## config.mk

```make
export PLATFORM = sky130hd
export DESIGN_NAME = fetch_stage_flat
export DESIGN_NICKNAME = d
export VERILOG_FILES = /design/src/rtl/fetch_pkg.sv /design/src/rtl/fetch_stage_if.sv /design/src/rtl/cla_16bit.sv /design/src/rtl/fetch_decode_reg.sv /design/src/rtl/fetch_stage.sv /design/src/flat_wrapper.sv
export SDC_FILE = /design/constraint.sdc
export NUM_CORES = 1
export LEC_CHECK = 0
export ABC_CLOCK_PERIOD_IN_PS = 2000
export BUFFER_PORTS_ARGS = -buffer_cell sky130_fd_sc_hd__buf_4
export CORE_AREA = 4 4 106 108
export CTS_CLUSTER_DIAMETER = 60
export DETAILED_ROUTE_END_ITERATION = 16
export DIE_AREA = 0 0 110 112
export GPL_TIMING_DRIVEN = 0
export PLACE_DENSITY = 0.82
export SYNTH_ARGS = -nofsm -noshare
export SYNTH_HDL_FRONTEND = slang
export SYNTH_SLANG_ARGS = --single-unit
```

## constraint.sdc

```tcl
create_clock -name clk -period 2 [get_ports clk]
set_clock_uncertainty 0.2 [all_clocks]
set_input_delay 0.2 -clock clk [delete_from_list [all_inputs] [get_ports clk]]
set_output_delay 0.2 -clock clk [all_outputs]
set_load 0.01 [all_outputs]
```

## src/rtl/fetch_pkg.sv

```systemverilog
// Shared widths, opcodes and state encoding for the fetch stage and its FD register.
package fetch_pkg;

   localparam int PC_W    = 16;
   localparam int INSTR_W = 16;

   localparam logic [PC_W-1:0]    RESET_PC_DEFAULT = 16'h0000;
   localparam logic [PC_W-1:0]    PC_STEP          = 16'd2;
   localparam logic [3:0]         HLT_OPC          = 4'hF;
   localparam logic [INSTR_W-1:0] NOP_INSTR        = 16'h0000;

   typedef enum logic [1:0] {
      FETCH = 2'd0,
      HOLD  = 2'd1,
      HALT  = 2'd2
   } fetch_state_e;

   function automatic logic is_hlt(input logic [INSTR_W-1:0] instr);
      return instr[INSTR_W-1 -: 4] == HLT_OPC;
   endfunction

endpackage

```

## src/rtl/fetch_stage_if.sv

```systemverilog
// Instruction-memory req/ack bus between the fetch stage (master) and memory (slave).
interface fetch_stage_if;
   import fetch_pkg::*;

   logic               imem_req;
   logic [PC_W-1:0]    imem_addr;
   logic               imem_ack;
   logic [INSTR_W-1:0] imem_rdata;

   modport master (
      output imem_req,
      output imem_addr,
      input  imem_ack,
      input  imem_rdata
   );

   modport slave (
      input  imem_req,
      input  imem_addr,
      output imem_ack,
      output imem_rdata
   );

endinterface

```

## src/rtl/cla_16bit.sv

```systemverilog
// 16-bit two-level carry-lookahead adder/subtractor built from four 4-bit groups.
module cla_16bit (
   input  logic [15:0] a,
   input  logic [15:0] b,
   input  logic        sub,
   output logic [15:0] sum
);

   logic [15:0] b_eff;
   logic [15:0] g;
   logic [15:0] p;
   logic [2:0]  grp_g;
   logic [2:0]  grp_p;
   logic [3:0]  grp_c;

   assign b_eff = b ^ {16{sub}};
   assign g     = a & b_eff;
   assign p     = a ^ b_eff;

   // Group carries come straight from group generate/propagate, not from each other.
   assign grp_c[0] = sub;
   assign grp_c[1] = grp_g[0] | (grp_p[0] & sub);
   assign grp_c[2] = grp_g[1] | (grp_p[1] & grp_g[0]) | (grp_p[1] & grp_p[0] & sub);
   assign grp_c[3] = grp_g[2] | (grp_p[2] & grp_g[1]) | (grp_p[2] & grp_p[1] & grp_g[0])
                   | (grp_p[2] & grp_p[1] & grp_p[0] & sub);

   genvar gi;
   generate
      for (gi = 0; gi < 4; gi++) begin : g_grp
         logic [3:0] gl;
         logic [3:0] pl;
         logic [3:0] cl;

         assign gl = g[gi*4 +: 4];
         assign pl = p[gi*4 +: 4];

         assign cl[0] = grp_c[gi];
         assign cl[1] = gl[0] | (pl[0] & grp_c[gi]);
         assign cl[2] = gl[1] | (pl[1] & gl[0]) | (pl[1] & pl[0] & grp_c[gi]);
         assign cl[3] = gl[2] | (pl[2] & gl[1]) | (pl[2] & pl[1] & gl[0])
                      | (pl[2] & pl[1] & pl[0] & grp_c[gi]);

         assign sum[gi*4 +: 4] = pl ^ cl;

         if (gi < 3) begin : g_lookahead
            assign grp_p[gi] = &pl;
            assign grp_g[gi] = gl[3] | (pl[3] & gl[2]) | (pl[3] & pl[2] & gl[1])
                             | (pl[3] & pl[2] & pl[1] & gl[0]);
         end
      end
   endgenerate

endmodule

```

## src/rtl/fetch_decode_reg.sv

```systemverilog
// Fetch/Decode pipeline register with valid bit; squash beats load, otherwise holds.
module fetch_decode_reg
   import fetch_pkg::*;
(
   input  logic               clk,
   input  logic               rst_n,
   input  logic               load,
   input  logic               squash,
   input  logic [PC_W-1:0]    pc_in,
   input  logic [PC_W-1:0]    next_pc_in,
   input  logic [INSTR_W-1:0] instr_in,
   output logic [PC_W-1:0]    curr_pc,
   output logic [PC_W-1:0]    next_pc,
   output logic [INSTR_W-1:0] instr,
   output logic               valid
);

   logic [PC_W-1:0]    curr_pc_q, curr_pc_d;
   logic [PC_W-1:0]    next_pc_q, next_pc_d;
   logic [INSTR_W-1:0] instr_q,   instr_d;
   logic               valid_q,   valid_d;

   always_comb begin
      curr_pc_d = curr_pc_q;
      next_pc_d = next_pc_q;
      instr_d   = instr_q;
      valid_d   = valid_q;
      if (squash) begin
         instr_d = NOP_INSTR;
         valid_d = 1'b0;
      end else if (load) begin
         curr_pc_d = pc_in;
         next_pc_d = next_pc_in;
         instr_d   = instr_in;
         valid_d   = 1'b1;
      end
   end

   always_ff @(posedge clk or negedge rst_n) begin
      if (!rst_n) begin
         curr_pc_q <= '0;
         next_pc_q <= '0;
         instr_q   <= NOP_INSTR;
         valid_q   <= 1'b0;
      end else begin
         curr_pc_q <= curr_pc_d;
         next_pc_q <= next_pc_d;
         instr_q   <= instr_d;
         valid_q   <= valid_d;
      end
   end

   assign curr_pc = curr_pc_q;
   assign next_pc = next_pc_q;
   assign instr   = instr_q;
   assign valid   = valid_q;

endmodule

```

## src/rtl/fetch_stage.sv

```systemverilog
// Instruction fetch: owns the PC, fetches over req/ack, feeds the FD register,
// honours decode stall/flush and stops on HLT.
module fetch_stage
   import fetch_pkg::*;
#(
   parameter logic [PC_W-1:0] RESET_PC = RESET_PC_DEFAULT
) (
   input  logic               clk,
   input  logic               rst_n,
   input  logic               stall,
   input  logic               flush,
   input  logic [PC_W-1:0]    branch_target,
   fetch_stage_if.master      imem,
   output logic [PC_W-1:0]    curr_pc_fd,
   output logic [PC_W-1:0]    next_pc_fd,
   output logic [INSTR_W-1:0] curr_instr_fd,
   output logic               valid_fd,
   output logic               halted
);

   fetch_state_e       state_q,   state_d;
   logic [PC_W-1:0]    pc_q,      pc_d;
   logic [PC_W-1:0]    addr_q,    addr_d;
   logic               req_q,     req_d;
   logic               discard_q, discard_d;
   logic [INSTR_W-1:0] skid_q,    skid_d;
   logic               halted_q,  halted_d;

   logic               ack;
   logic               fd_load;
   logic               fd_squash;
   logic [INSTR_W-1:0] fd_instr;
   logic [PC_W-1:0]    pc_plus2;

   assign ack = imem.imem_ack & req_q;

   cla_16bit u_pc_add (
      .a   (pc_q),
      .b   (PC_STEP),
      .sub (1'b0),
      .sum (pc_plus2)
   );

   always_comb begin
      state_d   = state_q;
      pc_d      = pc_q;
      addr_d    = addr_q;
      req_d     = req_q;
      discard_d = discard_q;
      skid_d    = skid_q;
      halted_d  = halted_q;
      fd_load   = 1'b0;
      fd_squash = 1'b0;
      fd_instr  = imem.imem_rdata;

      if (flush) begin
         fd_squash = 1'b1;
         pc_d      = branch_target;
         skid_d    = NOP_INSTR;
         halted_d  = 1'b0;
         state_d   = FETCH;
         // A pending request cannot be withdrawn; its data is dropped when it lands.
         if (req_q && !ack) begin
            discard_d = 1'b1;
         end else begin
            discard_d = 1'b0;
            req_d     = 1'b1;
            addr_d    = branch_target;
         end
      end else if (discard_q) begin
         if (ack) begin
            discard_d = 1'b0;
            req_d     = 1'b1;
            addr_d    = pc_q;
         end
      end else begin
         case (state_q)
            FETCH: begin
               if (ack) begin
                  if (stall) begin
                     skid_d  = imem.imem_rdata;
                     state_d = HOLD;
                     req_d   = 1'b0;
                  end else begin
                     fd_load = 1'b1;
                  end
               end else if (!req_q) begin
                  req_d  = 1'b1;
                  addr_d = pc_q;
               end
            end
            HOLD: begin
               if (!stall) begin
                  fd_load  = 1'b1;
                  fd_instr = skid_q;
               end
            end
            HALT:    ;
            default: state_d = FETCH;
         endcase

         // Committing an instruction to FD advances the PC and decides whether to keep fetching.
         if (fd_load) begin
            pc_d = pc_plus2;
            if (is_hlt(fd_instr)) begin
               halted_d = 1'b1;
               state_d  = HALT;
               req_d    = 1'b0;
            end else begin
               state_d = FETCH;
               req_d   = 1'b1;
               addr_d  = pc_plus2;
            end
         end
      end
   end

   always_ff @(posedge clk or negedge rst_n) begin
      if (!rst_n) begin
         state_q   <= FETCH;
         pc_q      <= RESET_PC;
         addr_q    <= RESET_PC;
         req_q     <= 1'b0;
         discard_q <= 1'b0;
         skid_q    <= NOP_INSTR;
         halted_q  <= 1'b0;
      end else begin
         state_q   <= state_d;
         pc_q      <= pc_d;
         addr_q    <= addr_d;
         req_q     <= req_d;
         discard_q <= discard_d;
         skid_q    <= skid_d;
         halted_q  <= halted_d;
      end
   end

   fetch_decode_reg u_fd (
      .clk        (clk),
      .rst_n      (rst_n),
      .load       (fd_load),
      .squash     (fd_squash),
      .pc_in      (pc_q),
      .next_pc_in (pc_plus2),
      .instr_in   (fd_instr),
      .curr_pc    (curr_pc_fd),
      .next_pc    (next_pc_fd),
      .instr      (curr_instr_fd),
      .valid      (valid_fd)
   );

   assign imem.imem_req  = req_q;
   assign imem.imem_addr = addr_q;
   assign halted         = halted_q;

   // Memory must only acknowledge an outstanding request.
   ack_without_req_a: assert property (@(posedge clk) disable iff (!rst_n)
      !(imem.imem_ack && !req_q));

endmodule

```

## src/flat_wrapper.sv

```systemverilog
// flat-port wrapper written by rule: the top's interface ports become plain ports
module fetch_stage_flat import fetch_pkg::*;
#(
   parameter logic [PC_W-1:0] RESET_PC = RESET_PC_DEFAULT
)
  (clk, rst_n, stall, flush, branch_target, curr_pc_fd, next_pc_fd, curr_instr_fd, valid_fd, halted, imem_imem_req, imem_imem_addr, imem_imem_ack, imem_imem_rdata);
  fetch_stage_if imem_i ();
  input  logic clk;
  input  logic rst_n;
  input  logic stall;
  input  logic flush;
  input  logic [PC_W-1:0] branch_target;
  output logic [PC_W-1:0] curr_pc_fd;
  output logic [PC_W-1:0] next_pc_fd;
  output logic [INSTR_W-1:0] curr_instr_fd;
  output logic valid_fd;
  output logic halted;
  output wire logic [$bits(imem_i.imem_req)-1:0] imem_imem_req;
  output wire logic [$bits(imem_i.imem_addr)-1:0] imem_imem_addr;
  input wire logic [$bits(imem_i.imem_ack)-1:0] imem_imem_ack;
  input wire logic [$bits(imem_i.imem_rdata)-1:0] imem_imem_rdata;
  assign imem_imem_req = imem_i.imem_req;
  assign imem_imem_addr = imem_i.imem_addr;
  assign imem_i.imem_ack = imem_imem_ack;
  assign imem_i.imem_rdata = imem_imem_rdata;
  fetch_stage #(.RESET_PC(RESET_PC)) u_core (.clk(clk), .rst_n(rst_n), .stall(stall), .flush(flush), .branch_target(branch_target), .imem(imem_i), .curr_pc_fd(curr_pc_fd), .next_pc_fd(next_pc_fd), .curr_instr_fd(curr_instr_fd), .valid_fd(valid_fd), .halted(halted));
endmodule
```

======== Word-level counts from Yosys, hierarchy flattened ========
Cells that the tools add are included.
cells by class
  equal/unequal tests ..................... 10
  muxes and demuxes ....................... 58
  bitwise operators ....................... 31
  reductions and logical operators ........ 19
operator list
  operator            count
  $mux 16             24
  $mux 1              26
  $and 1x1->1         25
  $reduce_and 4->1    4
  $xor 4x4->4         4
  $mux 2              6
  $reduce_bool 2->1   5
  $reduce_and 2->1    3
  $reduce_and 3->1    2
  $ne 5x4->1 const B  1
  $eq 4x4->1 const B  1
  $ne 2x2->1 const B  2
  $ne 4x2->1 const B  1
  $ne 4x3->1 const B  1
  $pmux 2 s2          1
  $reduce_bool 4->1   1
  $ne 3x1->1 const B  1
  $ne 3x3->1 const B  1
  $eq 2x1->1 const B  1
  $eq 2x2->1 const B  1
  $logic_not 2->1     1
  $not 1->1           2
  $pmux 1 s2          1
  $reduce_or 2->1     1
  2 further kinds     2
word-level totals
  register bits after elaboration ......... 102
  word-level logic and storage cells ...... 129

======== Logic depth before layout (Yosys ltp) ========
Gate-level depths: netlist (run 1).
  depth in word-level cells ............... 9
  gate-level depth with buffers ........... 8
  depth with buffers taken out ............ 7

======== Hierarchy ========
Synthesis (run 1) repeated with hierarchy kept, for this count alone.
second synthesis, totals
  cells, all modules ...................... 535
  area, all modules ....................... 5944.5 um^2
modules (own cells, without submodules)
  module            instances  cells each  area an instance (um^2)  seq. area each (um^2)
  fetch_stage       1          315         3120.5                   1326.3
  fetch_decode_reg  1          124         2039.5                   1226.2
  cla_16bit         1          96          784.5                    0.0

======== Worst setup path before layout (run 1) ========
Ideal clock, no wire load.
  path type ............................... register to register
  start point ............................. register u_core.state_q[0]
  end point ............................... register u_core.state_q[0]
  setup time .............................. 0.125 ns
  data arrival time ....................... 1.798 ns
  setup slack ............................. -0.123 ns
  cell stages (with the launch flop) ...... 9
  cell sequence ........................... dfrtp_1 > inv_1 > ha_1 > a31oi_1 > or2_0 > clkbuf_1 > a21oi_1 > nor2_1 > mux2_2
between the ends
  word-level cells in the longest chain between the ends .. 7
  elaborated cells on any way between the ends .. 15
RTL lines
  element                                               RTL line            RTL
  start, declared                                       fetch_stage.sv:21   fetch_state_e state_q, state_d;
  start signal, assigned                                fetch_stage.sv:128  state_q <= state_d;
  $eq 2x1->1 / $logic_not 2->1 (equally long branches)  fetch_stage.sv:77   case (state_q)
  $pmux 1 s2                                            fetch_stage.sv:77
  $mux 1                                                fetch_stage.sv:70   end else if (discard_q) begin
  $mux 1                                                fetch_stage.sv:56   if (flush) begin
  $mux 2                                                fetch_stage.sv:103  if (fd_load) begin
  $mux 2                                                fetch_stage.sv:70
  $mux 2                                                fetch_stage.sv:56
Parallel ways exist; a longest one is shown, timed or not. The select of a mux whose other input is x is not followed.
A chain may end at the register's enable or synchronous reset.

======== Final worst setup path (run 1) ========
  start point ............................. input port imem_imem_rdata[12]
  end point ............................... register u_core.addr_q[10], in the netlist u_core.imem.imem_addr[10]
between the ends
  word-level cells in the longest chain between the ends .. 9
RTL lines
  element               RTL line            RTL
  start, declared       flat_wrapper.sv:21  input wire logic [$bits(imem_i.imem_rdata)-1:0] imem_imem_rdata;
  $mux 16               fetch_stage.sv:93   if (!stall) begin
  $mux 16 (*)           fetch_stage.sv:77
  $mux 16 (*)           fetch_stage.sv:70
  $mux 16 (*)           fetch_stage.sv:56
  $eq 4x4->1 (*)        fetch_pkg.sv:19     return instr[INSTR_W-1 -: 4] == HLT_OPC;
  $mux 16 (*)           fetch_stage.sv:105  if (is_hlt(fd_instr)) begin
  $mux 16 (*)           fetch_stage.sv:103
  $mux 16 (*)           fetch_stage.sv:70
  $mux 16 (*)           fetch_stage.sv:56
  end signal, assigned  fetch_stage.sv:130  addr_q <= addr_d;
  end, declared         fetch_stage.sv:23   logic [PC_W-1:0] addr_q, addr_d;
Mark *: on every way between the ends. The rest lies on a longest branch, timed or not. The select of a mux whose other input is x is not followed.

==> metrics, run 1 <==
WS Path Type=in -> reg; met3 global-route usage=0.03594; slowest CP cell=dlygate4sd3_1; met2 Usage GRT=0.4130; area of the die=12,320 µm²; number of distinct library cells after synthesis=47; met1 Usage GRT=0.3641; Yosys top cell by area=dfrtp_1; GRT Total Usage=0.2632; Mapped Area=just over 5000 µm²; CP Cell Sequence=dlygate4sd3_1 > buf_4 > nand4_1 > mux2_4 > a211oi_4 > a22oi_1 > o211ai_1; IO buf count=102; # setup viols final=36; busiest grt layer=met2; sequential share of the synthesized area=0.4963; clk sink count=between 100 and 150; Die X=110 µm; cts bufs inserted=9; Yosys reg bits=between 100 and 150; Worst EP required=2110 ps; GR Overflow Total=0; core area=10,230 µm²; vias in the first global route=roughly 4,800; syn_area_per_cell=between 10 and 15 µm²; Final Wtd Congestion=slightly above 0.9; Avg WL per Cell=21.75 µm; final worst setup slack=-148.4 ps; final hold violation count=0; Mapped Nets=~540; DP Wirelength=10,090 µm; row count=37; Max IR drop VDD=736.1 µV; WP data arrival=2260 ps; min cycle time layout=roughly 2100 ps; Net count, final=722; Power Density=1211 nW/µm²; Reg clk slew, reported paths=between 100 and 150 ps; 1st-pass router iterations=5; antenna cell count=0; final instance area=7587 µm²; failing checks=negative setup slack; Worst Path Max Fanout=5; maxcap violations=0; Detailed Route Iter0 Violations=555; leakage=3.506 nW; crit path launch type=primary input; DRC viols=0; DRT antenna net count=0; Via density=a little over 6; Hold WC Path Type=in -> reg; actual slew at the worst max-slew pin=961.0 ps; Final Cycle Share=1.074; Mapped Cells=493; drt total wl=17,860 µm; I/O Pins=104; count of pins over their slew limit=0; Synth Warn #=0; largest net degree at the start of global routing=102; Highest Clock Rate=between 0.4 and 0.5 GHz; die span in y=112 µm; Clock Tree Buf Depth=2; status=complete, but fails checks; total number of vias=5,007; first-pass GRT wire length=25,170 µm; Area growth syn-to-layout=48.99%; Reg2Reg Setup Slack=-140 ps; WHS=27.16 ps; Root Driver=clkbuf_8; delay of the slowest cell on the worst path=540 ps; Synth area leaders=dfrtp_1 50%, o21ai_0 6.7%, mux2_4 5.6%, mux2i_1 5.3%, nand2_1 5.1%; H-tree levels=3; RSZ-0062 raised after global routing=true; initial core utilization=0.4977; TritonCTS clock tree=built; initial antenna violation count=0; layout cells sized above 1=0.4336; Area after DPL=approximately 6000 µm²; slew margin rel.=0.3593; CP Capture Type=register; clk_lat worst skew=390 ps; Synth top area share=0.4963
repair_timing:
item                       CTS  global route
cloned                       4             2
pin swaps                   10            31
hold endpoints to repair   148             0
setup endpoints to repair   94            92
resized for setup           88           124
setup buffers               17            24
hold buffers                31             0
through the flow:
stage	setup WS (ps)	power (W)	utilization	cells	TNS (ps)
after global routing	-210.5	0.009611	0.7416	821	-6143
final	-148.4	0.009189	0.7416	821	-3315
after floorplan	-57.84	0.005012	-	493	-1162
after CTS	-125.2	0.008463	0.6870	797	-3315
after global placement	-443.8	0.006409	0.5910	731	-17700
after detailed placement	-524.3	0.006530	0.5910	731	-21020
worst max-delay path, delay by kind of cell:
kind,cells,cell delay (ps)
AOI/OAI and AO/OA,3,660
muxes,1,450
and+or+nand+nor,1,280
buffers and inverters,2,660
routing by layer:
| layer | vias up | wire length, µm |
|---|---|---|
| met5 | - | 0 |
| met4 | 0 | 853 |
| met3 | 89 | 1572 |
| met2 | 333 | 8582 |
| met1 | 2458 | 6847 |
| li1 | 2127 | - |
cell usage in the layout (no fill, tap or decap), types with 7 or more instances in the layout:
cell type / Yosys / final
nand2_2: 0 / 10
a21oi_1: 18 / 15
dlygate4sd3_1: 0 / 31
xor2_1: 11 / 10
a22o_1: 15 / 15
nor2_4: 0 / 7
nand3_1: 12 / 10
xnor2_1: 12 / 10
nand2_1: 69 / 54
buf_4: 1 / 134
buf_6: 4 / 18
clkbuf_1: 20 / 8
buf_8: 1 / 7
dfrtp_1: 101 / 95
o21ai_0: 68 / 33
o21ai_1: 0 / 26
nor2_1: 18 / 7
o21ai_2: 0 / 8
mux2_4: 19 / 22
clkbuf_8: 0 / 10
mux2i_1: 27 / 26
o211ai_1: 8 / 8
path summary, 6_finish.rpt:
path / startpoint / end / depth (start not counted)
min in group asynchronous: rst_n / u_core.u_fd.next_pc[10] / 2
worst max register to register: u_core.state_q[0] / u_core.imem.imem_addr[10] / 9
max in group asynchronous: rst_n / u_core.pc_q[8] / 2
worst min register to register: u_core.u_fd.instr[7] / u_core.u_fd.instr[7] / 2
worst max-delay path: imem_imem_rdata[12] / u_core.imem.imem_addr[10] / 7
worst min-delay path: flush / u_core.skid_q[0] / 3
final cells by class:
type / count / area [µm²]
Clock inverter: 7 / 78.83
Timing Repair Buffer: 179 / 1562
Sequential cell: 101 / 2535
Clock buffer: 9 / 123.9
Buffer: 31 / 304.0
Tap cell: 136 / 170.2
Fill cell: 624 / 2644
Inverter: 9 / 36.28
Multi-Input combinational cell: 349 / 2778
report_power, final:
part / internal [W] / switching (W) / total (W)
sequential: 0.00266 / 0.000541 / 0.00320
combinational: 0.00236 / 0.00223 / 0.00459
clock: 0.000600 / 0.000798 / 0.00140
registers in the layout (all words and copies together), names as in the netlist:
signal                 count
u_core.state_q             2
u_core.discard_q           1
u_core.u_fd.curr_pc       16
u_core.imem.imem_addr     16
u_core.imem.imem_req       1
u_core.u_fd.instr         16
u_core.u_fd.next_pc       15
u_core.skid_q             16
u_core.u_fd.valid          1
u_core.pc_q               16
u_core.halted              1
synth_stat cells (all sizes together):
master	n
a211oi	3
a21boi	3
a21o	4
a21oi	18
a221oi	6
a22o	15
a22oi	4
a31oi	3
and3	1
buf	15
clkbuf	20
dfrtp	101
ha	5
inv	9
mux2	23
mux2i	27
nand2	69
nand2b	7
nand3	13
nand4	6
nor2	20
nor2b	3
nor3	3
nor4	3
o211ai	8
o21a	1
o21ai	68
o221ai	2
o22ai	2
o2bb2ai	2
o311ai	1
o31ai	1
or2	2
or3	2
xnor2	12
xor2	11
kinds of logic after synthesis:
logic type / count (synthesis) / synth area share
AOI/OAI and AO/OA: 141 / 0.1708
and+or+nand+nor: 129 / 0.1167
DFF: 101 / 0.4963
muxes: 50 / 0.1179
buffers and inverters: 44 / 0.04644
xor gates and xnor gates: 23 / 0.03956
adders and majority gates: 5 / 0.01229
Power figures use the tool's default switching activity.
==> run 2: changes to the inputs <==
--- a/config.mk
+++ b/config.mk
@@ -7,12 +7,12 @@
 export LEC_CHECK = 0
 export ABC_CLOCK_PERIOD_IN_PS = 2000
 export BUFFER_PORTS_ARGS = -buffer_cell sky130_fd_sc_hd__buf_4
-export CORE_AREA = 4 4 106 108
+export CORE_AREA = 4 4 148 150
 export CTS_CLUSTER_DIAMETER = 60
 export DETAILED_ROUTE_END_ITERATION = 16
-export DIE_AREA = 0 0 110 112
+export DIE_AREA = 0 0 152 154
 export GPL_TIMING_DRIVEN = 0
-export PLACE_DENSITY = 0.82
+export PLACE_DENSITY = 0.5
 export SYNTH_ARGS = -nofsm -noshare
 export SYNTH_HDL_FRONTEND = slang
 export SYNTH_SLANG_ARGS = --single-unit
==> run 2 against run 1 <==
The flow finishes with violations (negative hold slack, negative setup slack). Utilization decreased by 37 points. Clock power increased by 33%. Via count decreased by 10%. Clock-buffer cell count unchanged. Critical endpoint is now u_core.u_fd.curr_pc[9].
==> metrics, run 2 (synthesis gave the netlist of run 1 again) <==
max layer used=met4; met2 WL=7740 µm (-9.8%); Power Density=1218 nW/µm² (+0.54%); first-pass GRT wire length=26,360 µm (+4.7%); WHS=-0.2867 ps (-27.45 ps); Clock Tree Buf Depth=2 (unchanged); die span in y=154 µm (+38%); Detailed Route Iter0 Violations=260 (-53%); CP delay by family, top=buffers and inverters; final hold violation count=1 (+1); Highest Clock Rate=0.4771 GHz (+2.5%); # setup viols final=44 (+22%); RSZ-0062 raised after global routing=true; clk sink count=101 (unchanged); H-tree levels=3 (unchanged); crit path launch type=register; clk_lat worst skew=360 ps (-30 ps); final worst setup slack=-96.07 ps (+52.33 ps); core area=20,690 µm² (+100%); initial antenna violation count=0 (unchanged); IO buf count=102 (unchanged); GR Overflow Total=0 (unchanged); DRC viols=0 (unchanged); slowest CP cell=dfrtp_1; maxcap violations=0 (unchanged); Max IR drop VDD=594.3 µV (-19%); DRT antenna net count=0 (unchanged); area of the die=23,410 µm² (+90%); vias in the first global route=4,642 (-3.0%); initial core utilization=0.2461 (-0.2516); CP Cell Sequence=inv_2 > ha_4 > a31oi_4 > or3_4 > buf_12 > buf_12 > mux2_4; most frequent cells in the layout=124 x buf_4, 96 x dfrtp_1, 53 x nand2_1; CP most frequent cell=buf_12; failing checks=negative hold slack, negative setup slack; met3 WL post-DR=784 µm (-50%); min cycle time layout=2096 ps (-52.33 ps); total number of vias=4,503 (-10%); actual slew at the worst max-slew pin=732.4 ps (-228.6 ps); TritonCTS clock tree=built; CP Capture Type=register; Hold WC Path Type=in -> async; I/O Pins=104 (unchanged); Root Driver=clkbuf_16; Via density=4.745 (-22%); Worst Path Max Fanout=7 (+2); leakage=3.486 nW (-0.56%); cts bufs inserted=9 (unchanged); Switch Pwr=0.003520 W (-1.4%); fillers=2,079 (+230%); antenna cell count=0 (unchanged); layout cells sized above 1=0.4065 (-0.02705); count of pins over their slew limit=0 (unchanged); WP data arrival=2140 ps (-120 ps); Net count, final=711 (-1.5%); GRT Total Usage=0.1410 (-0.1222); Sw Ratio=0.3713 (-0.01717); Area growth syn-to-layout=52.90%; status=complete, but fails checks; Seq pwr share=0.338 (-0.010); Reg area=2534 µm² (about the same); Reg clk slew, reported paths=70 ps (-40 ps); clock network fraction of total power=0.197 (+0.045); Buf/Inv on CP=3 (+1); Multi-input gate area=2729 µm² (-1.8%); row count=53 (+43%); Core Util, Final=0.3763 (-0.3653); WS Path Type=reg -> reg; slew margin rel.=0.5117 (+0.1524); 1st-pass router iterations=5 (unchanged); largest net degree at the start of global routing=102 (unchanged); Pint=0.005961 W (+6.1%); Reg2Reg Setup Slack=-100 ps (+40 ps); M1 wire length=8010 µm (+17%); Final Wtd Congestion=0.8782 (-4.3%); delay of the slowest cell on the worst path=400 ps (-140 ps); DP Wirelength=11,600 µm (+15%); Die X=152 µm (+38%); drt total wl=17,020 µm (-4.7%); most common cell after layout, fill and taps aside=buf_4; Final Cycle Share=1.048 (-0.02617); Avg WL per Cell=17.93 µm (-18%); combinational share of power=0.466 (-0.034); Worst EP required=2040 ps (-70 ps)
run 2: cell types whose count changed in the layout (fill, tap and decap cells not counted), sizes merged:
cell         delta
buf            -11
clkbuf          +2
clkinv          +2
inv             -2
dlygate4sd3     -1
mux2            -1
run 2: per-layer routing:
metal  vias to the layer above  global-route usage
li1                       2111                   -
met1                      2218              0.1956
met2                       143              0.2182
met3                        31             0.03265
met4                         0             0.04538
met5                         -                   0
run 2: timing repair:
| action | CTS | global route |
|---|---|---|
| setup endpoints to repair | 94 | 92 |
| endpoints found under the hold margin | 45 | 101 |
| pin swaps | 17 | 42 |
| hold buffers | 29 | 1 |
| gates resized for setup | 113 | 95 |
| setup buffers | 21 | 11 |
| gates cloned | 2 | 3 |
run 2: layout make-up:
type                       instances  share of cell area
buffer                            30             0.03825
clock buffer                       9             0.02892
timing repair buffer             170              0.1962
multi-input combinational        348              0.3505
inverter                           9            0.004660
tap                              275             0.04419
sequential                       101              0.3254
clock inverter                     7             0.01189
run 2: worst paths after layout:
check | endpoint | from | cells after the start
worst max-delay path | u_core.u_fd.curr_pc[9] | u_core.state_q[1] | 7
worst min register to register | u_core.u_fd.instr[6] | u_core.u_fd.instr[6] | 2
worst min-delay path | u_core.u_fd.next_pc[10] | rst_n | 2
min in group clk | u_core.pc_q[4] | flush | 3
worst max register to register | u_core.u_fd.curr_pc[9] | u_core.state_q[1] | 7
max in group asynchronous | u_core.skid_q[11] | rst_n | 3
run 2: per-stage QoR:
step                instances  total power [W]  area (µm²)  setup TNS [ps]  setup WS [ps]
finish                    949         0.009481        7786           -2777         -96.07
global route              949          0.01002        7786           -6162         -158.5
CTS                       936         0.009220        7415           -4133         -118.6
detailed placement        870         0.006631        6221          -27100         -625.0
global placement          870         0.006576        6221          -25150         -606.5
floorplan                 493         0.005012        5111           -1162         -57.84
run 2: power by group through the flow:
stage	registers, W	clock network (W)	logic (W)
2_1_floorplan	0.00329	0	0.00172
3_3_place_gp	0.00315	0	0.00343
3_5_place_dp	0.00317	0	0.00346
4_1_cts	0.00316	0.00192	0.00415
5_1_grt	0.00328	0.00197	0.00477
6_report	0.00320	0.00186	0.00442
